`config.mk`:
```
export PLATFORM = sky130hd
export DESIGN_NAME = cpu_bus_arbiter
export DESIGN_NICKNAME = d
export VERILOG_FILES = /design/src/rtl/cpu_bus_arbiter.sv
export SDC_FILE = /design/constraint.sdc
export NUM_CORES = 1
export LEC_CHECK = 0
export BUFFER_PORTS_ARGS = -buffer_cell sky130_fd_sc_hd__buf_2
export CAP_MARGIN = 0
export CORE_ASPECT_RATIO = 0.5
export CORE_UTILIZATION = 39
export DETAILED_ROUTE_END_ITERATION = 8
export GPL_ROUTABILITY_DRIVEN = 0
export PLACE_DENSITY = 0.78
export REMOVE_ABC_BUFFERS = 1
export SYNTH_ARGS = -nofsm -noshare
export SYNTH_HDL_FRONTEND = slang
export SYNTH_SLANG_ARGS = --single-unit
```
`constraint.sdc`:
```
create_clock -name i_clock -period 1.55 [get_ports i_clock]
set_input_delay 0.31 -clock i_clock [delete_from_list [all_inputs] [get_ports i_clock]]
set_output_delay 0.31 -clock i_clock [all_outputs]
set_load 0.01 [all_outputs]
```
`src/rtl/cpu_bus_arbiter.sv`:
```
// Shares one memory bus between instruction fetch and the load/store unit.
// Data accesses have priority, fetch has a starvation guard, and hung transfers time out.
`timescale 1ns/1ps
module cpu_bus_arbiter #(
  parameter int DATA_BURST_MAX = 4,
  parameter int TIMEOUT_CYCLES = 255
) (
  input  logic        i_clock,
  input  logic        i_reset,
  input  logic        i_fetch_request,
  input  logic [31:0] i_fetch_address,
  output logic        o_fetch_ready,
  output logic [31:0] o_fetch_rdata,
  output logic        o_fetch_error,
  input  logic        i_data_request,
  input  logic        i_data_rw,
  input  logic [31:0] i_data_address,
  input  logic [31:0] i_data_wdata,
  input  logic [3:0]  i_data_wmask,
  output logic        o_data_ready,
  output logic [31:0] o_data_rdata,
  output logic        o_data_error,
  output logic        o_bus_request,
  output logic        o_bus_rw,
  output logic [31:0] o_bus_address,
  output logic [31:0] o_bus_wdata,
  output logic [3:0]  o_bus_wmask,
  input  logic        i_bus_ready,
  input  logic [31:0] i_bus_rdata,
  output logic [1:0]  o_grant
);

  localparam int BURST_W = $clog2(DATA_BURST_MAX + 1);
  localparam int TO_W    = $clog2(TIMEOUT_CYCLES + 1);
  localparam int WAIT_W  = (TO_W > 8) ? TO_W : 8;
  localparam logic [BURST_W-1:0] BURST_MAX = BURST_W'(DATA_BURST_MAX);
  localparam logic [WAIT_W-1:0]  WAIT_LAST = WAIT_W'(TIMEOUT_CYCLES - 1);

  typedef enum logic [1:0] {
    IDLE  = 2'b00,
    FETCH = 2'b01,
    DATA  = 2'b10
  } state_t;

  state_t              state_r;
  logic [BURST_W-1:0]  burst_count_r;
  logic [WAIT_W-1:0]   wait_count_r;
  logic                timeout_s;
  logic                done_s;
  logic                grant_data_s;

  // Timeout detection, completion and IDLE arbitration decision
  always_comb begin
    timeout_s    = 1'b0;
    done_s       = 1'b0;
    grant_data_s = 1'b0;
    if ((TIMEOUT_CYCLES != 0) && (state_r != IDLE) && !i_bus_ready &&
        (wait_count_r == WAIT_LAST)) begin
      timeout_s = 1'b1;
    end else begin
      timeout_s = 1'b0;
    end
    if (state_r != IDLE) begin
      done_s = i_bus_ready | timeout_s;
    end else begin
      done_s = 1'b0;
    end
    // Fetch wins a tie only once data has used up its burst allowance
    if (i_data_request && !(i_fetch_request && (burst_count_r == BURST_MAX))) begin
      grant_data_s = 1'b1;
    end else begin
      grant_data_s = 1'b0;
    end
  end

  // Requester-side completion pulses; read data is forced to zero on a timeout
  always_comb begin
    o_fetch_ready = 1'b0;
    o_fetch_rdata = 32'd0;
    o_fetch_error = 1'b0;
    o_data_ready  = 1'b0;
    o_data_rdata  = 32'd0;
    o_data_error  = 1'b0;
    case (state_r)
      FETCH: begin
        o_fetch_ready = done_s;
        o_fetch_rdata = i_bus_ready ? i_bus_rdata : 32'd0;
        o_fetch_error = timeout_s;
      end
      DATA: begin
        o_data_ready = done_s;
        o_data_rdata = i_bus_ready ? i_bus_rdata : 32'd0;
        o_data_error = timeout_s;
      end
      default: begin
        o_fetch_ready = 1'b0;
        o_data_ready  = 1'b0;
      end
    endcase
  end

  // Arbitration FSM with registered bus outputs, burst and wait counters
  always_ff @(posedge i_clock or negedge i_reset) begin
    if (!i_reset) begin
      state_r       <= IDLE;
      o_bus_request <= 1'b0;
      o_bus_rw      <= 1'b0;
      o_bus_address <= 32'd0;
      o_bus_wdata   <= 32'd0;
      o_bus_wmask   <= 4'd0;
      o_grant       <= 2'b00;
      burst_count_r <= '0;
      wait_count_r  <= '0;
    end else begin
      case (state_r)
        IDLE: begin
          wait_count_r <= '0;
          if (grant_data_s) begin
            state_r       <= DATA;
            o_bus_request <= 1'b1;
            o_bus_rw      <= i_data_rw;
            o_bus_address <= i_data_address;
            o_bus_wdata   <= i_data_wdata;
            o_bus_wmask   <= i_data_rw ? i_data_wmask : 4'd0;
            o_grant       <= 2'b10;
          end else if (i_fetch_request) begin
            state_r       <= FETCH;
            o_bus_request <= 1'b1;
            o_bus_rw      <= 1'b0;
            o_bus_address <= i_fetch_address;
            o_bus_wdata   <= 32'd0;
            o_bus_wmask   <= 4'd0;
            o_grant       <= 2'b01;
          end
          if (!i_fetch_request) begin
            burst_count_r <= '0;
          end else if (grant_data_s) begin
            if (burst_count_r != BURST_MAX) burst_count_r <= burst_count_r + BURST_W'(1);
          end else begin
            burst_count_r <= '0;
          end
        end
        FETCH, DATA: begin
          if (done_s) begin
            state_r       <= IDLE;
            o_bus_request <= 1'b0;
            o_grant       <= 2'b00;
            wait_count_r  <= '0;
          end else if (wait_count_r != {WAIT_W{1'b1}}) begin
            wait_count_r <= wait_count_r + WAIT_W'(1);
          end
        end
        default: begin
          state_r       <= IDLE;
          o_bus_request <= 1'b0;
          o_grant       <= 2'b00;
          wait_count_r  <= '0;
        end
      endcase
    end
  end

endmodule

```
# --- Word level (Yosys, flattened, before mapping) ---
# Index checks and enable logic that the tools add are counted.
classes:
  n_addsub: 2
  eq_ne: 10
  mux: 33
  n_bitwise: 1
  n_reduce_logical: 13
ops:
  columns: ["cell", "n"]
  rows:
  - ["two-way mux 32 bit", 7]
  - ["two-way mux 8 bit", 3]
  - ["two-way mux 1 bit", 12]
  - ["two-way mux 4 bit", 3]
  - ["two-way mux 3 bit", 3]
  - ["inequality test 3 bit (second input constant)", 3]
  - ["adder 8 x 1 -> 8 bit (second input constant)", 1]
  - ["== test 8 bit (second input constant)", 1]
  - ["inequality test 8 bit (second input constant)", 1]
  - ["two-way mux 2 bit", 3]
  - ["AND reduction 2 bit", 3]
  - ["logical AND 1 bit", 4]
  - ["one-hot mux 2 bit (2 select lines)", 1]
  - ["nonzero test 2 bit", 2]
  - ["adder 3 x 1 -> 3 bit (second input constant)", 1]
  - ["== test 3 bit (second input constant)", 1]
  - ["inequality test 3 x 2 -> 1 bit (second input constant)", 1]
  - ["== test 2 x 1 -> 1 bit (second input constant)", 1]
  - ["== test 2 bit (second input constant)", 1]
  - ["logical NOT 1 bit", 2]
  - ["logical NOT 2 bit", 1]
  - ["inequality test 2 bit (second input constant)", 1]
  - ["one-hot mux 1 bit (2 select lines)", 1]
  - ["OR reduction 2 bit", 1]
  - ["bitwise OR 1 bit", 1]
totals:
  ff_bits: 83
  input_bits: 138
  output_inout_bits: 140
  elab_cells: 67

# --- Longest topological paths before layout ---
# Gate-level depths: netlist (run 1).
logic_depth:
  word_depth: 8
  depth_mapped: 8
  ltp_nobuf: 6

# --- Least setup slack after synthesis (run 1) ---
# No wires, ideal clock.
synth_timing:
  kind: "reg-to-output"
  from: "register state_r[0]"
  to: "output port o_data_error"
  arrival_time_ps: 1449
  required_ps: 1240
  path_slack_ps: -209
  path_stages_with_launch: 5
  n_path_buf: 1
  path_cell_list: "dfrtp_1 inv_1 ha_1 clkbuf_1 nor4b_1"
synth_between:
  elab_chain_len: 5
  elab_cells_between_ends: 6
  cone_classes: "1 x eq/ne; 2 x mux; 3 x reduce/logical"
synth_lines:
  columns: ["item", "line_no", "text"]
  rows:
  - ["from (decl)", "45", "state_t state_r;"]
  - ["from (signal assigned)", "105", "state_r <= IDLE;"]
  - ["from (signal assigned)", "119", "state_r <= DATA;"]
  - ["from (signal assigned)", "127", "state_r <= FETCH;"]
  - ["nonzero test 2 bit", "57", "if ((TIMEOUT_CYCLES != 0) && (state_r != IDLE) && !i_bus_ready &&"]
  - ["logical AND 1 bit (2 in series)", "57", null]
  - ["two-way mux 1 bit", "57", null]
  - ["two-way mux 1 bit (*)", "84", "case (state_r)"]
  - ["to (decl)", "22", "output logic o_data_error,"]
# Mark *: on every way between the ends. The rest lies on a longest branch, timed or not.

# --- Worst setup path after layout (run 1) ---
layout_timing:
  from: "register state_r[1]"
  to: "output port o_fetch_rdata[1]"
layout_between:
  elab_chain_len: 2
layout_lines:
  columns: ["item", "line_no", "text"]
  rows:
  - ["== test 2 x 1 -> 1 bit", "84", null]
  - ["two-way mux 32 bit", "84", null]
  - ["to (decl)", "13", "output logic [31:0] o_fetch_rdata,"]
# Every way passes these cells.

==> results of run 1 <==
[layout by cell type (no fill, tap or decap), types with 3 or more instances in the layout]
cell | netlist | final
sky130_fd_sc_hd__buf_2 | 9 | 220
sky130_fd_sc_hd__nand2_1 | 112 | 105
sky130_fd_sc_hd__dfrtp_1 | 83 | 82
sky130_fd_sc_hd__buf_6 | 4 | 68
sky130_fd_sc_hd__o21ai_1 | 27 | 63
sky130_fd_sc_hd__and3_4 | 2 | 57
sky130_fd_sc_hd__mux2i_1 | 34 | 32
sky130_fd_sc_hd__buf_4 | 3 | 32
sky130_fd_sc_hd__clkbuf_16 | 0 | 20
sky130_fd_sc_hd__buf_12 | 0 | 17
sky130_fd_sc_hd__and3_1 | 65 | 10
sky130_fd_sc_hd__nand3_1 | 9 | 7
sky130_fd_sc_hd__nand2_2 | 1 | 7
sky130_fd_sc_hd__buf_16 | 0 | 7
sky130_fd_sc_hd__nor2_1 | 8 | 6
sky130_fd_sc_hd__o21ai_0 | 46 | 6
sky130_fd_sc_hd__inv_2 | 1 | 4
sky130_fd_sc_hd__ha_4 | 0 | 4
sky130_fd_sc_hd__buf_8 | 0 | 4
sky130_fd_sc_hd__a21oi_1 | 4 | 3
sky130_fd_sc_hd__o21ai_2 | 0 | 3
sky130_fd_sc_hd__clkbuf_8 | 0 | 3
[state kept, by name, indices dropped and copies added, names as in the netlist]
signal / count
wait_count_r: 8
burst_count_r: 3
o_bus_wmask: 4
o_bus_address: 32
state_r: 2
o_bus_request: 1
o_bus_rw: 1
o_bus_wdata: 32
[worst paths after layout]
path,startpoint,endpoint,cells past startpoint
max reg2reg,state_r[1],o_bus_wdata[4],9
min in group asynchronous,i_reset,o_bus_wdata[18],2
min reg2reg,o_bus_address[8],o_bus_address[8],2
max in group asynchronous,i_reset,o_bus_address[12],3
min,i_data_wdata[17],o_bus_wdata[17],3
max,state_r[1],o_fetch_rdata[1],6
[critical path: stages, from the launching register on]
cell and delay (ns):
sky130_fd_sc_hd__dfrtp_2 0.47, sky130_fd_sc_hd__inv_4 0.11, sky130_fd_sc_hd__ha_4 0.20, sky130_fd_sc_hd__buf_12 0.13, sky130_fd_sc_hd__buf_16 0.11, sky130_fd_sc_hd__and3_4 0.22, sky130_fd_sc_hd__buf_6 0.11
[through the flow]
| stage | TNS, ns | power [uW] | area, um2 | cells |
|---|---|---|---|---|
| 2_1_floorplan | -301.32 | 5430 | 4080 | 430 |
| 3_3_place_gp | -0.0373 | 8090 | 6010 | 880 |
| 3_5_place_dp | -0.230 | 8210 | 6010 | 880 |
| 4_1_cts | -20.56 | 11700 | 7220 | 915 |
| 5_1_grt | -35.53 | 14300 | 8080 | 948 |
| 6_report | -31.35 | 13800 | 8080 | 948 |
[final cells by class]
| type | count | share of cell area, % |
|---|---|---|
| Multi-Input combinational cell | 341 | 30.5 |
| Tap cell | 140 | 2.17 |
| Timing Repair Buffer | 361 | 37.4 |
| Inverter | 7 | 0.356 |
| Sequential cell | 83 | 25.7 |
| Clock inverter | 4 | 0.589 |
| Clock buffer | 12 | 3.30 |
[cells by family after synthesis]
logic type	count (synthesis)	synth area share [%]
buffers and inverters	43	5.05
XOR/XNOR	2	0.411
adder cells (fa/ha/maj)	7	2.05
AO/OA/AOI/OAI	87	11.7
AND/OR/NAND/NOR	210	24.1
flip-flops	83	48.7
multiplexers	34	7.98
[report_power, final]
group | switching [uW] | internal [uW] | leakage (uW)
clock network | 852 | 1370 | 0.000155
registers | 529 | 3080 | 0.00106
logic | 3980 | 3970 | 0.00292
total | 5360 | 8420 | 0.00414
[per-layer routing]
layer	part of all wire, %	vias to the layer above	wire length, um	global-route usage (%)
met5	0	-	0	0
met3	10	166	2090	6.51
li1	-	2291	-	-
met1	34	2514	6920	30.6
met2	48	417	9880	48.1
met4	8.0	0	1640	17.8
[what timing repair did]
item                                   4_1_cts  5_1_grt
resized for setup                          104      119
endpoints found under the hold margin       26        0
pin swaps                                    3       14
gates cloned                                 9       18
setup endpoints to repair                   74      148
buffers inserted                             9       18
hold buffers                                 1        0
==> results by group, run 1 <==
Outcome
  • Run status: finished with violations
  • Violations in the final reports: negative setup slack

Global route
  • GR Util All Layers: 27.8%
  • Global-route wire length before repair: 24100 um
  • Vias in the first global route: 4610
  • Pin count of the biggest net entering global routing: 60
  • Overflow left after global routing: 0
  • Number of antenna violations at the first check in global routing: 1

Synthesis
  • Portion of the post-synthesis area used by sequential elements: 48.7%
  • Library cell occupying the most area in the post-synthesis netlist: sky130_fd_sc_hd__dfrtp_1
  • Number of synthesized flops with an enable pin: 0
  • Mean post-synth cell area: 9.15 um2
  • Dominant cell by count in the synthesized netlist: sky130_fd_sc_hd__nand2_1
  • Post-synth top flop: sky130_fd_sc_hd__dfrtp_1
  • Post-synth top area share: 48.7%
  • Unique cell type count in the Yosys netlist: 38
  • Cell types occupying the most area after synthesis: sky130_fd_sc_hd__dfrtp_1 (49%), sky130_fd_sc_hd__nand2_1 (9.9%), sky130_fd_sc_hd__and3_1 (9.5%)
  • Proportion of register bits with asynchronous set or reset after synthesis: 100%
  • Number of cells produced by synthesis: 466
  • Number of register bits inferred by synthesis: 83
  • Post-synthesis instance area: 4260 um2
  • Number of warnings issued by yosys: 0
  • Top cells by count, synth: sky130_fd_sc_hd__nand2_1 (112), sky130_fd_sc_hd__dfrtp_1 (83), sky130_fd_sc_hd__and3_1 (65)

CTS
  • Clock insertion delay at the later pin of the skew report: 0.34 ns
  • CTS buffer count: 9
  • Root Driver: sky130_fd_sc_hd__clkbuf_16
  • Clk slew on worst S/H paths: 0.06 ns
  • CTS tree: done
  • Clock sinks: 83
  • H-tree depth: 3
  • Maximum clock insertion buffer count: 2

Power
  • Power density over cell area: 1710 nW/um2
  • Peak supply drop: 696 uV
  • Leak Pwr: 0.00414 uW

Layout
  • Utilization of the core after routing: 77.6%
  • Area growth from synthesis to layout: 89.4%
  • Nets: 948
  • Fraction of layout instances using a drive strength above 1: 59.0%
  • Total inserted antenna cells: 0
  • Fill cell instance count of the final layout: 599
  • Seq. cell area: 2080 um2
  • Combined area of the multi-input logic cells: 2460 um2

STA
  • Minimum period implied by the final worst setup slack: 2.00 ns
  • Worst path setup slack after routing: -0.454 ns
  • Hold violation count in the final report: 0
  • Portion of the clock cycle consumed by the worst path in the final layout: 129%
  • Relative slew slack: 68.0%
  • Worst clock skew: 0.00861 ns
  • Pins over their slew limit: 0
  • Final-layout worst hold slack: 0.195 ns
  • Number of failing setup endpoints in the final timing report: 129
  • Maximum frequency from static timing analysis: 0.499 GHz
  • Unrepaired setup endpoints after global routing: true
  • Slew at the pin closest to its max-slew limit: 0.479 ns

Route
  • Number of nets still failing antenna checks after routing: 0
  • Starting DRC count in detailed routing: 407
  • Drt drc: 0
  • Total iterations of the first detailed-routing run: 5
  • Routed wire per std cell: 21.7 um
  • Vias per inst: 5.68
  • Detailed-route via count: 5388
  • Wirelength, routed: 20500 um

Critical path
  • Critical path launch point type: flip-flop
  • Classification of the worst setup path: flip-flop to output pin
  • Setup crit end kind: output pin
  • Arr. time, crit path: 1.69 ns
  • Maximum fanout encountered on the critical timing path: 8
  • Setup slack of the most critical reg-to-reg path: -0.34 ns
  • Required time of the critical path: 1.24 ns

Worst hold path
  • Worst min-delay path category: input pin to flip-flop

Floorplanning
  • Io pins: 278
  • Placement Rows: 26
  • Total die area: 11400 um2
  • Die height: 75.9 um
  • Initial standard-cell utilization of the core: 41.0%
  • Width of the die: 150 um
  • Std-Cell Core Area: 10400 um2

Run
  • Reported max-cap violation count: 0

Place
  • Detail Placement HPWL: 9890 um
  • Worst slack after detailed placement: -0.202 ns
  • Number of I/O port buffers: 277
Power figures use the tool's default switching activity.
==> run 2, diff against run 1 <==
--- a/config.mk
+++ b/config.mk
@@ -5,13 +5,14 @@
 export SDC_FILE = /design/constraint.sdc
 export NUM_CORES = 1
 export LEC_CHECK = 0
+export ABC_AREA = 1
 export BUFFER_PORTS_ARGS = -buffer_cell sky130_fd_sc_hd__buf_2
 export CAP_MARGIN = 0
 export CORE_ASPECT_RATIO = 0.5
-export CORE_UTILIZATION = 39
+export CORE_UTILIZATION = 38
 export DETAILED_ROUTE_END_ITERATION = 8
 export GPL_ROUTABILITY_DRIVEN = 0
-export PLACE_DENSITY = 0.78
+export PLACE_DENSITY = 0.76
 export REMOVE_ABC_BUFFERS = 1
 export SYNTH_ARGS = -nofsm -noshare
 export SYNTH_HDL_FRONTEND = slang
==> run 2 against run 1 <==
Effect of this change: the flow finishes with violations (negative hold slack, negative setup slack); flip-flop and latch count unchanged; critical endpoint is now o_bus_wmask[0]; die area increased by 2.2%; critical path type is now flip-flop to flip-flop; sequential power about the same; cell area increased by 2.6%; largest power group unchanged.
==> results by group, run 2 <==
Synthesis
  • Dominant cell by count in the synthesized netlist: sky130_fd_sc_hd__nand2_1 (unchanged)
  • Top cells by count, synth: sky130_fd_sc_hd__nand2_1 (86), sky130_fd_sc_hd__inv_1 (85), sky130_fd_sc_hd__dfrtp_1 (83) (was sky130_fd_sc_hd__nand2_1 (112), sky130_fd_sc_hd__dfrtp_1 (83), sky130_fd_sc_hd__and3_1 (65))
  • Post-synthesis instance area: 4250 um2 (was 4260 um2)
  • Number of synthesized flops with an enable pin: 0 (unchanged)
  • Number of cells produced by synthesis: 547 (was 466)
  • Cell types occupying the most area after synthesis: sky130_fd_sc_hd__dfrtp_1 (49%), sky130_fd_sc_hd__nor3_1 (7.7%), sky130_fd_sc_hd__nand2_1 (7.6%) (was sky130_fd_sc_hd__dfrtp_1 (49%), sky130_fd_sc_hd__nand2_1 (9.9%), sky130_fd_sc_hd__and3_1 (9.5%))
  • Unique cell type count in the Yosys netlist: 25 (was 38)
  • Number of warnings issued by yosys: 0 (unchanged)
  • Mean post-synth cell area: 7.77 um2 (was 9.15 um2)
  • Proportion of register bits with asynchronous set or reset after synthesis: 100% (unchanged)
  • Post-synth top flop: sky130_fd_sc_hd__dfrtp_1 (unchanged)
  • Library cell occupying the most area in the post-synthesis netlist: sky130_fd_sc_hd__dfrtp_1 (unchanged)
  • Portion of the post-synthesis area used by sequential elements: 48.9% (was 48.7%)
  • Number of register bits inferred by synthesis: 83 (unchanged)
  • Post-synth top area share: 48.9% (was 48.7%)

Global route
  • Overflow left after global routing: 0 (unchanged)
  • Pin count of the biggest net entering global routing: 84 (was 60)
  • GR Util All Layers: 31.0% (was 27.8%)
  • Global-route wire length before repair: 27200 um (was 24100 um)
  • Number of antenna violations at the first check in global routing: 0 (was 1)
  • Vias in the first global route: 5231 (was 4610)

Floorplanning
  • Std-Cell Core Area: 10500 um2 (was 10400 um2)
  • Width of the die: 152 um (was 150 um)
  • Io pins: 278 (unchanged)
  • Placement Rows: 26 (unchanged)
  • Initial standard-cell utilization of the core: 40.3% (was 41.0%)
  • Die height: 76.8 um (was 75.9 um)
  • Total die area: 11600 um2 (was 11400 um2)

Route
  • Detailed-route via count: 5477 (was 5388)
  • Wirelength, routed: 19200 um (was 20500 um)
  • Routed wire per std cell: 18.8 um (was 21.7 um)
  • Vias per inst: 5.34 (was 5.68)
  • Number of nets still failing antenna checks after routing: 0 (unchanged)
  • Drt drc: 0 (unchanged)
  • Starting DRC count in detailed routing: 334 (was 407)
  • Total iterations of the first detailed-routing run: 5 (unchanged)

STA
  • Hold violation count in the final report: 1 (was 0)
  • Portion of the clock cycle consumed by the worst path in the final layout: 126% (was 129%)
  • Unrepaired setup endpoints after global routing: true (unchanged)
  • Relative slew slack: 70.3% (was 68.0%)
  • Minimum period implied by the final worst setup slack: 1.96 ns (was 2.00 ns)
  • Worst clock skew: 0.00520 ns (was 0.00861 ns)
  • Maximum frequency from static timing analysis: 0.511 GHz (was 0.499 GHz)
  • Pins over their slew limit: 0 (unchanged)
  • Number of failing setup endpoints in the final timing report: 148 (was 129)
  • Worst path setup slack after routing: -0.407 ns (was -0.454 ns)
  • Final-layout worst hold slack: -0.00389 ns (was 0.195 ns)
  • Slew at the pin closest to its max-slew limit: 0.446 ns (was 0.479 ns)

Critical path
  • Critical R2R Capture: o_bus_wmask[0] (was o_bus_wdata[4])
  • Worst-path cell with the longest stage delay: sky130_fd_sc_hd__dfrtp_1 (was sky130_fd_sc_hd__dfrtp_2)
  • Required time of the critical path: 1.79 ns (was 1.24 ns)
  • Delay of the slowest cell on the worst path: 0.39 ns (was 0.47 ns)
  • Critical path launch point type: flip-flop (unchanged)
  • Critical Path Source: state_r[1] (unchanged)
  • Reg2Reg Launch Point: state_r[1] (unchanged)
  • Arr. time, crit path: 2.20 ns (was 1.69 ns)
  • Cell depth of the worst flop-to-flop path: 12 (was 9)
  • Setup crit end kind: flip-flop (was output pin)
  • Cell Chain, Critical Path: inv_2, ha_4, inv_2, buf_4, buf_6, a21oi_4, buf_12, buf_12, buf_12, buf_16, nand3_4, o22ai_1 (was inv_4, ha_4, buf_12, buf_16, and3_4, buf_6)
  • Critical Path End: o_bus_wmask[0] (was o_fetch_rdata[1])
  • Classification of the worst setup path: flip-flop to flip-flop (was flip-flop to output pin)
  • Setup slack of the most critical reg-to-reg path: -0.41 ns (was -0.34 ns)
  • Maximum fanout encountered on the critical timing path: 6 (was 8)
  • Most prevalent standard cell on the critical path: sky130_fd_sc_hd__buf_12

Power
  • Power after layout: 15500 uW (was 13800 uW)
  • Power density over cell area: 1870 nW/um2 (was 1710 nW/um2)
  • Leak Pwr: 0.00417 uW (was 0.00414 uW)
  • Peak supply drop: 960 uV (was 696 uV)

Layout
  • Combined area of the multi-input logic cells: 2530 um2 (was 2460 um2)
  • Leading cell types in the layout, fill and taps excluded: sky130_fd_sc_hd__buf_2 (274), sky130_fd_sc_hd__dfrtp_1 (83), sky130_fd_sc_hd__inv_1 (81), sky130_fd_sc_hd__nand2_1 (81), sky130_fd_sc_hd__nor3_1 (32) (was sky130_fd_sc_hd__buf_2 (220), sky130_fd_sc_hd__nand2_1 (105), sky130_fd_sc_hd__dfrtp_1 (82), sky130_fd_sc_hd__buf_6 (68), sky130_fd_sc_hd__o21ai_1 (63))
  • Most common cell after layout, fill and taps aside: sky130_fd_sc_hd__buf_2 (unchanged)
  • Leading registers by flop count: o_bus_address x32, o_bus_wdata x32, wait_count_r x8 (unchanged)
  • Fraction of layout instances using a drive strength above 1: 59.3% (was 59.0%)
  • Post-route non-filler standard cell count: 1025 (was 948)
  • Nets: 1025 (was 948)
  • Area growth from synthesis to layout: 94.9% (was 89.4%)
  • Total inserted antenna cells: 0 (unchanged)
  • Fill cell instance count of the final layout: 680 (was 599)
  • Seq. cell area: 2080 um2 (about the same)

Place
  • Number of I/O port buffers: 277 (unchanged)
  • Detail Placement HPWL: 9540 um (was 9890 um)
  • Number of cells in the design after placement: 952 (was 880)

CTS
  • Clk slew on worst S/H paths: 0.06 ns (about the same)
  • Clock insertion delay at the later pin of the skew report: 0.33 ns (was 0.34 ns)
  • Maximum clock insertion buffer count: 2 (unchanged)
  • CTS tree: done (unchanged)
  • Clock sinks: 83 (unchanged)
  • Root Driver: sky130_fd_sc_hd__clkbuf_16 (unchanged)
  • H-tree depth: 3 (unchanged)
  • CTS buffer count: 9 (unchanged)

Worst hold path
  • Worst min-delay path category: input pin to asynchronous set/reset pin (was input pin to flip-flop)

Run
  • Reported max-cap violation count: 0 (unchanged)

Outcome
  • Violations in the final reports: negative hold slack, negative setup slack (was negative setup slack)
  • Run status: finished with violations (unchanged)
-- run 2: cell count changes in the layout (fill, tap and decap cells not counted), moves of 20 or more --
cell                      delta
sky130_fd_sc_hd__inv_1      +79
sky130_fd_sc_hd__o21ai_1    -59
sky130_fd_sc_hd__and3_4     -57
sky130_fd_sc_hd__buf_6      -56
sky130_fd_sc_hd__buf_2      +54
sky130_fd_sc_hd__mux2i_1    -32
sky130_fd_sc_hd__nor3_1     +31
sky130_fd_sc_hd__o21ai_2    +28
sky130_fd_sc_hd__nand2_1    -24
sky130_fd_sc_hd__nor2_1     +24
sky130_fd_sc_hd__nor3_2     +24
sky130_fd_sc_hd__nand3_2    +21
sky130_fd_sc_hd__a31oi_1    +20
-- run 2: how the worst min path moves through the flow --
stage | endpoint | cells past startpoint | slack [ns] | startpoint
finish | o_bus_wdata[1] | 2 | -0.004 | i_reset
global route | o_bus_wdata[1] | 2 | 0.02 | i_reset
CTS | o_bus_wdata[1] | 2 | 0.02 | i_reset
detailed placement | o_bus_wdata[1] | 2 | 0.38 | i_reset
global placement | o_bus_wdata[1] | 2 | 0.38 | i_reset
floorplan | burst_count_r[0] | 0 | 0.01 | i_reset
-- run 2: worst max-delay path: cells and delay by family, from the launching register on --
| family | cells | cell delay (ns) |
|---|---|---|
| adders and majority gates | 1 | 0.15 |
| buffers and inverters | 8 | 0.92 |
| AOI/OAI and AO/OA | 2 | 0.29 |
| DFF | 1 | 0.39 |
| and+or+nand+nor | 1 | 0.11 |
-- run 2: timing repair --
action / 4_1_cts / 5_1_grt
cloned: 24 / 3
buffers inserted: 26 / 12
pin swaps: 29 / 7
resized for setup: 162 / 106
setup endpoints to repair: 144 / 151
hold buffers: 0 / 0
-- run 2: stage by stage --
step	instance area (um2)	util [%]	setup TNS, ns	setup WS (ns)	hold WS (ns)
after floorplan	4080	-	-111.69	-1.31	0.0144
after detailed placement	5970	56.6	-4.67	-0.129	0.379
after CTS	7780	73.8	-39.94	-0.368	0.0220
final	8280	78.6	-41.95	-0.407	-0.00389
after global routing	8280	78.6	-53.25	-0.493	0.0230
after global placement	5970	56.6	-1.40	-0.0674	0.380
-- run 2: area by class of cell --
cell class,count,area share [%]
repair buffers,359,33.7
multi-input cells,336,30.6
flip-flops and latches,83,25.1
clock buffers,11,2.81
clock inverters,5,1.51
inverters,91,4.24
well taps,140,2.11
-- run 2: kinds of logic (layout without fill, tap and decap cells) --
group | after synthesis | in the layout | synth area share, %
buffers and inverters | 128 | 466 | 12.1
AO/OA/AOI/OAI | 80 | 80 | 10.7
flip-flops | 83 | 83 | 48.9
adder cells (fa/ha/maj) | 7 | 7 | 2.06
AND/OR/NAND/NOR | 246 | 246 | 25.6
XOR/XNOR | 3 | 3 | 0.618
-- run 2: metal layers --
layer  routed length [um]  share of wire (%)  up-vias  GRT usage [%]
met1                 7260                 38     2644           36.5
met4                  870                4.5        0           13.1
met5                    0                  0        -              0
li1                     -                  -     2454              -
met2                 9700                 50      293           54.5
met3                 1390                7.3       86           6.43
-- run 2: where the power goes --
part | switching [uW] | internal, uW
logic | 4550 | 4720
clock network | 863 | 1740
registers | 577 | 3060
